## config.mk

```make
export PLATFORM = sky130hd
export DESIGN_NAME = mem_arbiter
export DESIGN_NICKNAME = d
export VERILOG_FILES = /design/src/rtl/mem_arbiter.sv
export SDC_FILE = /design/constraint.sdc
export NUM_CORES = 1
export LEC_CHECK = 0
export CORE_UTILIZATION = 40
export DETAILED_ROUTE_END_ITERATION = 10
export GPL_ROUTABILITY_DRIVEN = 0
export PLACE_DENSITY = 0.8
export REMOVE_ABC_BUFFERS = 1
export SKIP_LAST_GASP = 1
export SYNTH_ARGS = -nofsm -noshare
export SYNTH_HDL_FRONTEND = slang
export SYNTH_SLANG_ARGS = --single-unit
```

## constraint.sdc

```tcl
create_clock -name clk_sys -period 2.3 [get_ports clk_sys]
set_input_delay 0.345 -clock clk_sys [delete_from_list [all_inputs] [get_ports clk_sys]]
set_output_delay 0.345 -clock clk_sys [all_outputs]
set_load 0.03 [all_outputs]
```

## src/rtl/mem_arbiter.sv

```systemverilog
// Sequential arbiter for the byte-wide SDRAM port: loader > FDD > CPU fixed priority.
// Latency: strobe one cycle after the IDLE grant, ack MEM_LAT+1 cycles after it; no preemption.
// Backpressure: level requests held until ack; ARB_STARVE_GUARD_EN forces a CPU grant after STARVE_MAX others.
module mem_arbiter #(
    parameter int         MEM_LAT    = 4,
    parameter logic [4:0] FDD_BASE   = 5'b00001,
    parameter int         STARVE_MAX = 4
) (
    input  logic        clk_sys,
    input  logic        reset_n,
    input  logic        ld_req,
    input  logic [24:0] ld_addr,
    input  logic [7:0]  ld_data,
    output logic        ld_ack,
    input  logic        fdd_req,
    input  logic [19:0] fdd_addr,
    output logic [7:0]  fdd_data,
    output logic        fdd_ack,
    input  logic        cpu_req,
    input  logic        cpu_we,
    input  logic [24:0] cpu_addr,
    input  logic [7:0]  cpu_wdata,
    output logic [7:0]  cpu_rdata,
    output logic        cpu_ack,
    output logic        cpu_ready,
    output logic [24:0] mem_addr,
    output logic [7:0]  mem_din,
    output logic        mem_we,
    output logic        mem_rd,
    input  logic [7:0]  mem_dout
);
    typedef enum logic [1:0] {IDLE, ISSUE, WAIT, DONE} state_t;
    typedef enum logic [1:0] {SRC_LD, SRC_FDD, SRC_CPU} src_t;

    // WAIT lasts MEM_LAT-1 cycles: counter runs from MEM_LAT-2 down to 0.
    localparam logic [3:0] WAIT_INIT = (MEM_LAT > 1) ? 4'(MEM_LAT - 2) : 4'd0;

    state_t      state_q, state_d;
    src_t        gnt_src_q, gnt_src_d;
    logic        gnt_we_q, gnt_we_d;
    logic [3:0]  cnt_q, cnt_d;
    logic [24:0] mem_addr_q, mem_addr_d;
    logic [7:0]  mem_din_q, mem_din_d;
    logic        mem_we_q, mem_we_d, mem_rd_q, mem_rd_d;
    logic        ld_ack_q, ld_ack_d, fdd_ack_q, fdd_ack_d, cpu_ack_q, cpu_ack_d;
    logic [7:0]  fdd_data_q, fdd_data_d, cpu_rdata_q, cpu_rdata_d;
    logic        force_cpu, grant, finish;

    always_comb begin
        state_d     = state_q;
        gnt_src_d   = gnt_src_q;
        gnt_we_d    = gnt_we_q;
        cnt_d       = cnt_q;
        mem_addr_d  = mem_addr_q;
        mem_din_d   = mem_din_q;
        mem_we_d    = 1'b0;
        mem_rd_d    = 1'b0;
        ld_ack_d    = 1'b0;
        fdd_ack_d   = 1'b0;
        cpu_ack_d   = 1'b0;
        fdd_data_d  = fdd_data_q;
        cpu_rdata_d = cpu_rdata_q;
        grant       = 1'b0;
        finish      = 1'b0;
        case (state_q)
            IDLE: begin
                grant = 1'b1;
                if (force_cpu)    gnt_src_d = SRC_CPU;
                else if (ld_req)  gnt_src_d = SRC_LD;
                else if (fdd_req) gnt_src_d = SRC_FDD;
                else if (cpu_req) gnt_src_d = SRC_CPU;
                else              grant     = 1'b0;
                if (grant) begin
                    state_d = ISSUE;
                    case (gnt_src_d)
                        SRC_LD: begin
                            mem_addr_d = ld_addr;
                            mem_din_d  = ld_data;
                            gnt_we_d   = 1'b1;
                        end
                        SRC_FDD: begin
                            mem_addr_d = {FDD_BASE, fdd_addr};
                            gnt_we_d   = 1'b0;
                        end
                        default: begin
                            mem_addr_d = cpu_addr;
                            gnt_we_d   = cpu_we;
                            if (cpu_we) mem_din_d = cpu_wdata;
                        end
                    endcase
                    mem_we_d = gnt_we_d;
                    mem_rd_d = ~gnt_we_d;
                end
            end
            ISSUE: begin
                cnt_d = WAIT_INIT;
                if (MEM_LAT > 1) begin
                    state_d = WAIT;
                end else begin
                    state_d = DONE;
                    finish  = 1'b1;
                end
            end
            WAIT: begin
                if (cnt_q == 4'd0) begin
                    state_d = DONE;
                    finish  = 1'b1;
                end else begin
                    cnt_d = cnt_q - 4'd1;
                end
            end
            default: state_d = IDLE;
        endcase
        // Ack and read data are registered on entry to DONE so both are visible there.
        if (finish) begin
            case (gnt_src_q)
                SRC_LD:  ld_ack_d = 1'b1;
                SRC_FDD: begin
                    fdd_ack_d  = 1'b1;
                    fdd_data_d = mem_dout;
                end
                default: begin
                    cpu_ack_d = 1'b1;
                    if (!gnt_we_q) cpu_rdata_d = mem_dout;
                end
            endcase
        end
    end

`ifdef ARB_STARVE_GUARD_EN
    logic [3:0] starve_q, starve_d;

    assign force_cpu = cpu_req && (starve_q == 4'(STARVE_MAX));

    always_comb begin
        starve_d = starve_q;
        if (!cpu_req)  starve_d = 4'd0;
        else if (grant) starve_d = (gnt_src_d == SRC_CPU) ? 4'd0 : starve_q + 4'd1;
    end

    always_ff @(posedge clk_sys or negedge reset_n) begin
        if (!reset_n) starve_q <= 4'd0;
        else          starve_q <= starve_d;
    end
`else
    // Strict priority: STARVE_MAX has no effect in this build.
    assign force_cpu = 1'b0 && (STARVE_MAX > 0);
`endif

    always_ff @(posedge clk_sys or negedge reset_n) begin
        if (!reset_n) begin
            state_q     <= IDLE;
            gnt_src_q   <= SRC_LD;
            gnt_we_q    <= 1'b0;
            cnt_q       <= 4'd0;
            mem_addr_q  <= 25'd0;
            mem_din_q   <= 8'd0;
            mem_we_q    <= 1'b0;
            mem_rd_q    <= 1'b0;
            ld_ack_q    <= 1'b0;
            fdd_ack_q   <= 1'b0;
            cpu_ack_q   <= 1'b0;
            fdd_data_q  <= 8'd0;
            cpu_rdata_q <= 8'd0;
        end else begin
            state_q     <= state_d;
            gnt_src_q   <= gnt_src_d;
            gnt_we_q    <= gnt_we_d;
            cnt_q       <= cnt_d;
            mem_addr_q  <= mem_addr_d;
            mem_din_q   <= mem_din_d;
            mem_we_q    <= mem_we_d;
            mem_rd_q    <= mem_rd_d;
            ld_ack_q    <= ld_ack_d;
            fdd_ack_q   <= fdd_ack_d;
            cpu_ack_q   <= cpu_ack_d;
            fdd_data_q  <= fdd_data_d;
            cpu_rdata_q <= cpu_rdata_d;
        end
    end

    assign mem_addr  = mem_addr_q;
    assign mem_din   = mem_din_q;
    assign mem_we    = mem_we_q;
    assign mem_rd    = mem_rd_q;
    assign ld_ack    = ld_ack_q;
    assign fdd_ack   = fdd_ack_q;
    assign cpu_ack   = cpu_ack_q;
    assign fdd_data  = fdd_data_q;
    assign cpu_rdata = cpu_rdata_q;
    assign cpu_ready = ~cpu_req | cpu_ack_q;
endmodule

```

==> flow_summary.json <==
{
  "outcome": "finished clean",
  "synth_cell_types": 38,
  "layout.cells.non_filler": 551,
  "setup_tns_ns": 0,
  "synth_cells": 287,
  "maxCapViolCount": 0,
  "drive_gt1_share_pct": 14.4,
  "dr.pass1.iters": 4,
  "cpMostUsedCell": "clkdlybuf4s50_1",
  "first_iter_violations": 117,
  "vdd_drop_max_v": 0.000672,
  "clk_path_buf_depth": 2,
  "drv_slew": 0,
  "clk-insertion-delay-late_ns": 0.34,
  "rsz0062_at_grt": "no",
  "p_leak_nw": 2.07,
  "cp_max_fo": 8,
  "num_rows": 31,
  "arrival_ns": 1.89,
  "netlist.top_cell.by_area": "dfrtp_1",
  "antennaDiodeCount": 0,
  "grt_pass1_wl_mm": 14.0,
  "die_h_microns": 89.6,
  "crit_path_end_kind": "output port",
  "numPortBuffers": 154,
  "initial_utilization_pct": 41.9,
  "syn_to_final_growth_pct": 62.5,
  "synth_seq_area_share_pct": 51.3,
  "r2r_start": "cnt_q[0]",
  "max_slew_margin_pct": 56.4,
  "place_area_sq_um": 4760,
  "cts_tree": "done",
  "nNetsFinal": 551,
  "cp_cell_sequence": "clkdlybuf4s50_1 -> or2b_1 -> clkdlybuf4s50_1",
  "min_period_over_period_pct": 97.3,
  "io_pins": 155,
  "cp_slowest_cell": "clkdlybuf4s50_1",
  "final-setup-viol-count": 0,
  "r2r-end": "cpu_rdata[4]",
  "cts_hold_buf": 0,
  "pwr_density_cell_nw_per_um2": 1250,
  "core_area_sq_um": 7330,
  "synth_top_area_share_pct": 51.3,
  "seq_area_sq_um": 1580,
  "htreeDepth": 3,
  "yosys-top-cells-area": "dfrtp_1 51%, mux2_2 7.3%, a41oi_1 5.7%",
  "min_period_ns": 2.24,
  "cts_resized": 0,
  "reg2reg_depth": 7,
  "grt_max_degree": 39,
  "start_kind": "input port",
  "synthSimpleGateAreaFrac_pct": 14.9,
  "worstSetupPathType": "in -> out",
  "timing.fmax_mhz": 447,
  "syn_avg_cell_area_sq_um": 10.7,
  "clkSlewWorstSetupHoldPaths_ns": 0.08,
  "cp_num_buf_inv": 2,
  "vias": 2804,
  "synth_ff_type": "dfrtp_1",
  "ant_nets": 0,
  "antenna_found_initial": 0,
  "synth-seq-cells": 63,
  "worst_pin_slew_ns": 0.648,
  "multi_input_area_sq_um": 1370,
  "cp.required_ns": 1.96,
  "placed_cells": 535,
  "pre_cts_ws_ns": 0.0361,
  "hold_viol": 0,
  "synthMuxAreaShare_pct": 14.5,
  "synth_top_family_by_area": "simple AND/OR/NAND/NOR gates",
  "vias_per_cell": 5.09,
  "synthArstFlopShare_pct": 100,
  "hpwl_mm": 6.45,
  "grt_pass1_vias": 2914,
  "synth.cell_area_sq_um": 3070,
  "hold_class": "in -> async",
  "cpPeakStageDelay_ns": 0.68,
  "wl_mm": 8.88,
  "synth-xor-area-share_pct": 0,
  "grt_remaining_overflow": 0,
  "synth_compound_area_share_pct": 13.4,
  "synthAdderAreaFrac_pct": 1.63,
  "track_usage_pct": 23.7,
  "cts_buffers": 9,
  "cts_setup_buffers": 0,
  "yosys_warnings": 0,
  "critical_path.top_delay_family": "buffers and inverters",
  "root_buffer": "clkbuf_8",
  "post-route-drc-count": 0,
  "synth_edf_count": 0,
  "setup_ws_ns": 0.0628,
  "fill_cells": 548,
  "die_w_microns": 89.6,
  "clock_skew_ns": 0.0107,
  "wl_per_cell_microns": 16.1,
  "clock_sinks": 63,
  "rrSetupSlack_ns": 0.38,
  "die_area_sq_um": 8030,
  "final_area_sq_um": 4990
}
==> layout by cell type, fill, tap and decap left out, types with 4 or more instances in the layout <==
master / instances
clkdlybuf4s50_1: 153
dfrtp_1: 63
nand2_1: 46
nor2_1: 33
o21ai_0: 28
a41oi_1: 20
mux2_2: 20
buf_4: 10
clkbuf_8: 9
mux2_1: 8
mux2_4: 8
inv_1: 7
a221oi_1: 4
ha_1: 4
==> state kept, by name, indices dropped and copies added (netlist names), 2 cells and up <==
register / flops
cnt_q: 4
state_q: 2
fdd_data: 8
mem_din: 8
cpu_rdata: 8
mem_addr: 25
gnt_src_q: 2
==> metal layers <==
metal	routed length, microns	global-route usage, %
met2	4690	41.0
met3	456	5.94
met1	3550	27.7
met4	182	10.8
met5	0	0
==> power by group <==
| part | switching, mW | internal [mW] | total (mW) |
|---|---|---|---|
| Combinational | 1.73 | 1.51 | 3.24 |
| Clock | 0.481 | 0.625 | 1.11 |
| Sequential | 0.291 | 1.59 | 1.88 |
| Total | 2.50 | 3.73 | 6.22 |
==> worst max path at each step <==
stage	startpoint	cells past startpoint	slack, ns	to
after floorplan	state_q[0]	5	-0.07	mem_din[0]
after global placement	cpu_req	4	0.11	mem_din[1]
after detailed placement	cpu_req	5	0.04	mem_din[4]
after CTS	cpu_req	3	0.07	cpu_ready
after global routing	cpu_req	3	0.02	cpu_ready
final	cpu_req	3	0.06	cpu_ready
==> cell type report <==
class	instances	share of cell area, %
timing repair buffer	167	33.5
sequential	63	31.6
multi-input combinational	199	27.4
clock buffer	9	2.48
tap	99	2.48
clock inverter	7	2.08
inverter	7	0.526
==> per-stage QoR <==
step	utilization [%]	total power, mW	hold slack (ns)
2_1_floorplan	-	3.71	0.0494
3_3_place_gp	65.0	5.05	0.385
3_5_place_dp	65.0	5.14	0.391
4_1_cts	68.1	6.27	0.0149
5_1_grt	68.1	6.58	0.0373
6_report	68.1	6.22	0.0151
==> cell usage after synthesis (2+ instances only) <==
library cell  instances
ha_1                  4
buf_6                 3
buf_4                 3
mux2_1                8
nor2_1               33
o21ai_0              28
nand2b_1              3
nor3_1                2
nor2b_1               3
mux2_4                8
buf_2                 2
nand2_1              46
dfrtp_1              63
inv_1                 7
mux2_2               20
a41oi_1              20
a221oi_1              4
clkbuf_1             10
==> cell families after synthesis <==
logic type,Yosys count
muxes,37
buffers and inverters,25
adders and majority gates,4
AOI/OAI and AO/OA,59
DFF,63
and+or+nand+nor,99
Note: power is estimated with default switching activity, not from simulation.
